==> config.mk <==
export PLATFORM = sky130hd
export DESIGN_NAME = sc_nway_adder
export DESIGN_NICKNAME = d
export VERILOG_FILES = /design/src/rtl/sc_nway_adder.sv
export SDC_FILE = /design/constraint.sdc
export NUM_CORES = 1
export LEC_CHECK = 0
export ABC_AREA = 1
export BUFFER_PORTS_ARGS = -buffer_cell sky130_fd_sc_hd__clkbuf_2
export CAP_MARGIN = 5
export CORE_AREA = 2 2 39 41
export DETAILED_ROUTE_END_ITERATION = 7
export DIE_AREA = 0 0 41 43
export GPL_TIMING_DRIVEN = 0
export PLACE_DENSITY = 0.42
export SKIP_CTS_REPAIR_TIMING = 1
export SLEW_MARGIN = 20
export SYNTH_ARGS = -nofsm -noshare
export SYNTH_HDL_FRONTEND = slang
export SYNTH_SLANG_ARGS = --single-unit
==> constraint.sdc <==
create_clock -name clk -period 1.35 [get_ports clk]
set_clock_uncertainty 0.05 [all_clocks]
set_input_delay 0.0675 -clock clk [delete_from_list [all_inputs] [get_ports clk]]
set_output_delay 0.0675 -clock clk [all_outputs]
set_load 0.005 [all_outputs]
==> src/rtl/sc_nway_adder.sv <==
// ---------------------------------------------------------------------------
// sc_nway_adder
//
// Scaled stochastic adder for NUM_INPUTS unipolar bitstreams. The output
// stream carries P = (sum of input P) / NUM_INPUTS. It generalises the
// two-input toggle-flip-flop adder: a residue accumulator collects the
// popcount of each input sample and emits a 1 whenever NUM_INPUTS units have
// built up. The result is deterministic and does not depend on correlation
// between the inputs.
//
// Handshake: valid-only stream with no backpressure. A sample is consumed on
// every rising clk edge where in_valid=1 and clr=0. out/out_valid present
// the result of that sample one cycle later. A cycle with in_valid=0 is a
// bubble. clr takes priority over in_valid, and the sample presented with
// clr is discarded.
//
// Parameters:
//   NUM_INPUTS  number of input streams (>= 2)
//   RESET_SEED  residue value loaded on rst/clr (0..NUM_INPUTS-1)
//   CW          derived residue/sum width, $clog2(2*NUM_INPUTS)
//
// Ports:
//   clk        in   rising-edge clock
//   rst        in   asynchronous reset, active-high
//   clr        in   synchronous clear of the residue, active-high
//   in_valid   in   x holds one valid bit per stream this cycle
//   x          in   one stochastic bit per input stream
//   out        out  registered output stream bit
//   out_valid  out  out is valid this cycle
//   residue    out  current residue register (debug visibility)
// ---------------------------------------------------------------------------
module sc_nway_adder #(
  parameter int NUM_INPUTS = 4,
  parameter int RESET_SEED = 0,
  localparam int CW = $clog2(2 * NUM_INPUTS)
) (
  input  logic                  clk,
  input  logic                  rst,
  input  logic                  clr,
  input  logic                  in_valid,
  input  logic [NUM_INPUTS-1:0] x,
  output logic                  out,
  output logic                  out_valid,
  output logic [CW-1:0]         residue
);

  generate
    if (NUM_INPUTS < 2) begin : g_bad_num_inputs
      $error("sc_nway_adder: NUM_INPUTS must be >= 2");
    end
    if ((RESET_SEED < 0) || (RESET_SEED >= NUM_INPUTS)) begin : g_bad_seed
      $error("sc_nway_adder: RESET_SEED must be in 0..NUM_INPUTS-1");
    end
  endgenerate

  // The threshold is the full constant NUM_INPUTS, so non-power-of-two
  // stream counts work without any bit-slice tricks.
  localparam logic [CW-1:0] N_C    = CW'(NUM_INPUTS);
  localparam logic [CW-1:0] SEED_C = CW'(RESET_SEED);

  logic [CW-1:0] p;   // popcount of x, 0..NUM_INPUTS
  logic [CW-1:0] s;   // residue + p, always < 2*NUM_INPUTS

  always_comb begin
    p = '0;
    for (int i = 0; i < NUM_INPUTS; i++) begin
      p = p + CW'(x[i]);
    end
    // residue < NUM_INPUTS and p <= NUM_INPUTS, so s fits in CW bits.
    s = residue + p;
  end

  always_ff @(posedge clk or posedge rst) begin
    if (rst) begin
      residue   <= SEED_C;
      out       <= 1'b0;
      out_valid <= 1'b0;
    end else if (clr) begin
      residue   <= SEED_C;
      out       <= 1'b0;
      out_valid <= 1'b0;
    end else if (in_valid) begin
      // At most one 1 per cycle: s < 2*NUM_INPUTS means a single subtract
      // always brings the residue back below NUM_INPUTS.
      if (s >= N_C) begin
        out     <= 1'b1;
        residue <= s - N_C;
      end else begin
        out     <= 1'b0;
        residue <= s;
      end
      out_valid <= 1'b1;
    end else begin
      out       <= 1'b0;
      out_valid <= 1'b0;
    end
  end

endmodule

==> out/metrics.cfg, run 1 <==
[timing]
hold_viol=0
clock.fmax_ghz=0.635
grt_setup_unrepaired=yes
final.setup.worst_slack_ns=-0.224
slew_headroom_pct=86.4
layout_min_cycle_time_ns=1.57
tightest_slew_ns=0.203
tns_ns=-0.289
slew_viol_final=0
setup_violations=2
fin_crit_sh_pct=117
hold_slack_ns=0.0231

[synthesis]
syn_inst=31
synth_nets=42
syn_area_um2=275
synth-edff-count=0
yosysWarnings=0
yosysSeqAreaShare_pct=45.5
yosys-top-cells-count=8 x nand2_1, 7 x inv_1, 5 x dfrtp_1, 5 x nor2_1, 3 x fa_1
async_flop_share_pct=100
yosys.area.top_type=dfrtp_1
synth_seq_cells=5
synth_most_common_cell=nand2_1
syn_area_per_cell_um2=8.88
ys.flop_type=dfrtp_1
yosys-top-cells-area=dfrtp_1 45%, fa_1 22%, nand2_1 11%, inv_1 9.5%, nor2_1 6.8%
ys_types=8
synth_top_area_share_pct=45.5

[min_path]
hold_start=in_valid
min_path_type=in2reg
holdPathEnd=out_valid
whs_path_depth=3

[floorplan]
ioPinCount=13
rows=14
die_height_um=43
core-area_um2=1380
die_w_um=41
start_util_pct=19.9
dieArea_um2=1760

[layout]
drive_gt1_share_pct=38.8
nets=61
antennaDiodeCount=0
syn_to_final_growth_pct=49.1

[outcome]
status=finished, violations left
failed_checks=negative setup slack

[worst_setup_path]
critPathLaunch=x[3]
r2r_slack_ns=-0.16
critPathKind=in2reg
reg2reg_from=residue[0]
critPathRequiredTime_ns=1.42
setup.worst_path.start_class=input port
cp.arrival_ns=1.65
r2r_end=residue[1]
rr_worst_depth=6
worstSetupEndpointType=register
crit_path_max_fanout=1

[grt]
grt_max_degree=6
grt_pass1_vias=223
grt-ovfl-total=0
antenna_found_initial=0
grt_usage_pct=8.29
grt_pass1_wl_um=862

[place]
port_buffers=12
dpl.hpwl_um=466
place_congestion=0.676

[clocking]
clock_path_buffers=2
cts_made_buffers=3
clock_latency_ns=0.24
cts_tree=done
cts_root_buf=clkbuf_4
cts-htree-levels=1
cts.sinks=5
clk_pin_slew_ns=0.04

[detailed_routing]
wl_per_cell_um=8.42
drtIter0Drc=4
routed_wl_um=547
drc=0
vias=226
via_per_inst=3.48
detail-route-antenna-nets=0
drtPass1Iterations=2

[flow_run]
maxCapViolations=0

[pwr]
finalPower_uw=469
powerDensity_nw_per_um2=1140
peakVddDrop_mv=0.416
power_leakage_uw=0.000230

==> power by group <==
part / internal (uW) / total (uW) / switching [uW]
clock: 112 / 170 / 58.2
sequential: 167 / 179 / 11.7
combinational: 58.9 / 120 / 61.2
==> stage by stage <==
step                utilization [%]  cells  area [um2]  setup slack, ns
floorplan                         -     31         278           -0.323
global placement               25.9     59         358           -0.483
detailed placement             25.9     59         358           -0.489
CTS                            27.8     63         384           -0.251
global route                   29.7     65         410           -0.264
finish                         29.7     65         410           -0.224
==> per-layer routing <==
| layer | routed length [um] | GRT usage (%) |
|---|---|---|
| met5 | 0 | 0 |
| met4 | 10 | 8.00 |
| met3 | 47 | 4.71 |
| met2 | 237 | 10.3 |
| met1 | 253 | 9.21 |
==> flip-flops by register name (all words and copies together), names as in the netlist <==
signal / count
out_valid: 1
out: 1
residue: 3
==> kinds of logic after synthesis <==
kind of cell / synth area share (%)
flip-flops: 45.5
buffers and inverters: 10.9
AND/OR/NAND/NOR: 21.8
adder cells (fa/ha/maj): 21.8
==> worst max-delay path, cell delays in order <==
cell	delay (ns)
buf_6	0.09
fa_1	0.53
inv_1	0.05
fa_2	0.33
inv_2	0.06
fa_1	0.41
nand2_1	0.07
nand2_1	0.04
==> cell usage in the layout, fill, tap and decap left out, drive strengths merged <==
cell type,n
dfrtp,5
clkbuf,15
fa,3
dlygate4sd3,2
nor2,6
nand2,8
inv,8
buf,1
nand3,1
==> worst max-delay path by stage <==
stage / end / slack (ns) / depth (start not counted)
floorplan: residue[1] / -0.32 / 7
global placement: residue[1] / -0.48 / 8
detailed placement: residue[1] / -0.49 / 8
CTS: residue[1] / -0.25 / 8
global route: residue[1] / -0.26 / 8
finish: residue[1] / -0.22 / 8
==> final cells by class <==
class / instances / area [um2]
inverter: 8 / 30.0
clock buffer: 4 / 26.3
sequential: 5 / 125
multi-input combinational: 18 / 123
tap: 16 / 20.0
fill: 155 / 973
timing repair buffer: 14 / 86.3
(Power assumes the default switching activity.)
==> run 2, diff against run 1 <==
- CTS_BUF_LIST: not set -> sky130_fd_sc_hd__clkbuf_4 sky130_fd_sc_hd__clkbuf_8
==> out/metrics.cfg, run 2 (synthesis results as in run 1) <==
[outcome]
status=finished, violations left
failed_checks=negative setup slack

[detailed_routing]
drc=0  ; unchanged
drtIter0Drc=4  ; unchanged
via_per_inst=3.48  ; unchanged
vias=226  ; unchanged
detail-route-antenna-nets=0  ; unchanged
routed_wl_um=545  ; -0.37%
wl_per_cell_um=8.38  ; -0.37%
drtPass1Iterations=2  ; unchanged

[clocking]
cts-htree-levels=1  ; unchanged
cts.sinks=5  ; unchanged
clock_path_buffers=2  ; unchanged
clock_latency_ns=0.24  ; about the same
clk_pin_slew_ns=0.04  ; about the same
cts_made_buffers=3  ; unchanged
cts_root_buf=clkbuf_4
cts_tree=done

[worst_setup_path]
crit_chain=buf_6 > fa_1 > inv_1 > fa_2 > inv_2 > fa_1 > nand2_1 > nand2_1
reg2reg_from=residue[0]
critPathRequiredTime_ns=1.42  ; about the same
setup.worst_path.start_class=input port
slowest_stage=fa_1
r2r_end=residue[1]
cp.arrival_ns=1.65  ; about the same
worstSetupEndpointType=register
rr_worst_depth=6  ; unchanged
critPathKind=in2reg
crit_path_max_fanout=1  ; unchanged
max_stage_delay_ns=0.53  ; about the same
r2r_slack_ns=-0.16  ; about the same

[grt]
grt-ovfl-total=0  ; unchanged
grt_use_met3_pct=4.71  ; unchanged
grt_pass1_vias=223  ; unchanged
grt_util_met2_pct=10.3  ; unchanged
antenna_found_initial=0  ; unchanged
grt_max_degree=6  ; unchanged
grt_usage_pct=8.29  ; unchanged
grt_pass1_wl_um=862  ; unchanged
top_usage_layer=met2
use_met1_pct=9.21  ; unchanged

[min_path]
min_path_type=in2reg
hold_start=in_valid
holdPathEnd=out_valid
whs_path_depth=3  ; unchanged

[pwr]
switching_power_uw=131  ; about the same
p_clk_share_pct=38.8  ; +2.6 points
intPower_uw=358  ; +5.9%
switching_share_pct=26.8  ; -1.1 points
peakVddDrop_mv=0.420  ; +0.88%
powerDensity_nw_per_um2=1180  ; +3.3%
power_leakage_uw=0.000233  ; +1.5%
comb_power_share_pct=24.6  ; -1.0 points
power_frac_seq_pct=36.6  ; -1.6 points

[place]
dpl.hpwl_um=466  ; unchanged
place_congestion=0.676  ; unchanged
place_ws_ns=-0.489  ; unchanged
port_buffers=12  ; unchanged

[floorplan]
ioPinCount=13  ; unchanged
rows=14  ; unchanged
core-area_um2=1380  ; unchanged
die_w_um=41  ; unchanged
start_util_pct=19.9  ; unchanged
die_height_um=43  ; unchanged
dieArea_um2=1760  ; unchanged

[timing]
grt_setup_unrepaired=yes
clock.fmax_ghz=0.635  ; about the same
hold_viol=0  ; unchanged
setup_violations=2  ; unchanged
slew_headroom_pct=86.5  ; +0.11 points
fin_crit_sh_pct=117  ; about the same
tightest_slew_ns=0.202  ; -0.00162 ns
slew_viol_final=0  ; unchanged
final.setup.worst_slack_ns=-0.225  ; -0.000663 ns
layout_min_cycle_time_ns=1.57  ; +0.000663 ns

[layout]
drive_gt1_share_pct=40.8  ; +2.0 points
antennaDiodeCount=0  ; unchanged
reg.largest.list=residue x3, out x1, out_valid x1
utilization_pct=29.9  ; +0.27 points
layout_common_cells=11 x clkbuf_2, 8 x nand2_1, 6 x inv_1, 5 x nor2_1, 5 x dfrtp_1
multiInputGateArea_um2=123  ; unchanged
fillerInstances=154  ; -0.65%
nets=61  ; unchanged
regArea_um2=125  ; unchanged
layout_commonest_cell=clkbuf_2
regMostFlops=residue
largest_register_ffs=3  ; unchanged
syn_to_final_growth_pct=50.5

[flow_run]
maxCapViolations=0  ; unchanged

## run 2: cell types whose count changed in the layout (fill, tap and decap cells not counted)
cell      previous run  this run
clkbuf_1             1         0
clkbuf_4             3         4
## run 2: final cells by class
type	instances	share of cell area, %
Multi-Input combinational cell	18	29.6
Inverter	8	7.25
Sequential cell	5	30.2
Clock buffer	4	7.25
Tap cell	16	4.83
Timing Repair Buffer	14	20.8
## run 2: worst max-delay path, delay by kind of cell
family,cells,cell delay [ns]
fa+ha+maj,3,1.27
buf+inv,3,0.20
simple gates,2,0.11
## run 2: how the worst max path moves through the flow
stage,start,to,depth (start not counted)
after floorplan,x[0],residue[1],7
after global placement,x[0],residue[1],8
after detailed placement,x[0],residue[1],8
after CTS,x[0],residue[1],8
after global routing,x[3],residue[1],8
final,x[3],residue[1],8
## run 2: through the flow
step | area (um2) | power [uW] | hold WS (ns) | TNS, ns | cells
global route | 414 | 537 | 0.0147 | -0.447 | 65
global placement | 358 | 298 | -0.0841 | -1.05 | 59
floorplan | 278 | 250 | -0.204 | -0.548 | 31
detailed placement | 358 | 299 | -0.0862 | -1.10 | 59
finish | 414 | 489 | 0.0234 | -0.290 | 65
CTS | 388 | 496 | -0.346 | -0.370 | 63
## run 2: layer usage
layer | vias to the layer above | routed length (um) | share of wire, %
met2 | 9 | 236 | 43
met4 | 0 | 10 | 1.8
met5 | - | 0 | 0
met3 | 2 | 47 | 8.6
met1 | 93 | 251 | 46
li1 | 122 | - | -
## run 2: power groups by stage
| stage | sequential [uW] | clock (uW) | combinational (uW) |
|---|---|---|---|
| floorplan | 183 | 0 | 66.5 |
| global placement | 183 | 0 | 115 |
| detailed placement | 182 | 0 | 117 |
| CTS | 180 | 197 | 119 |
| global route | 181 | 215 | 142 |
| finish | 179 | 190 | 120 |
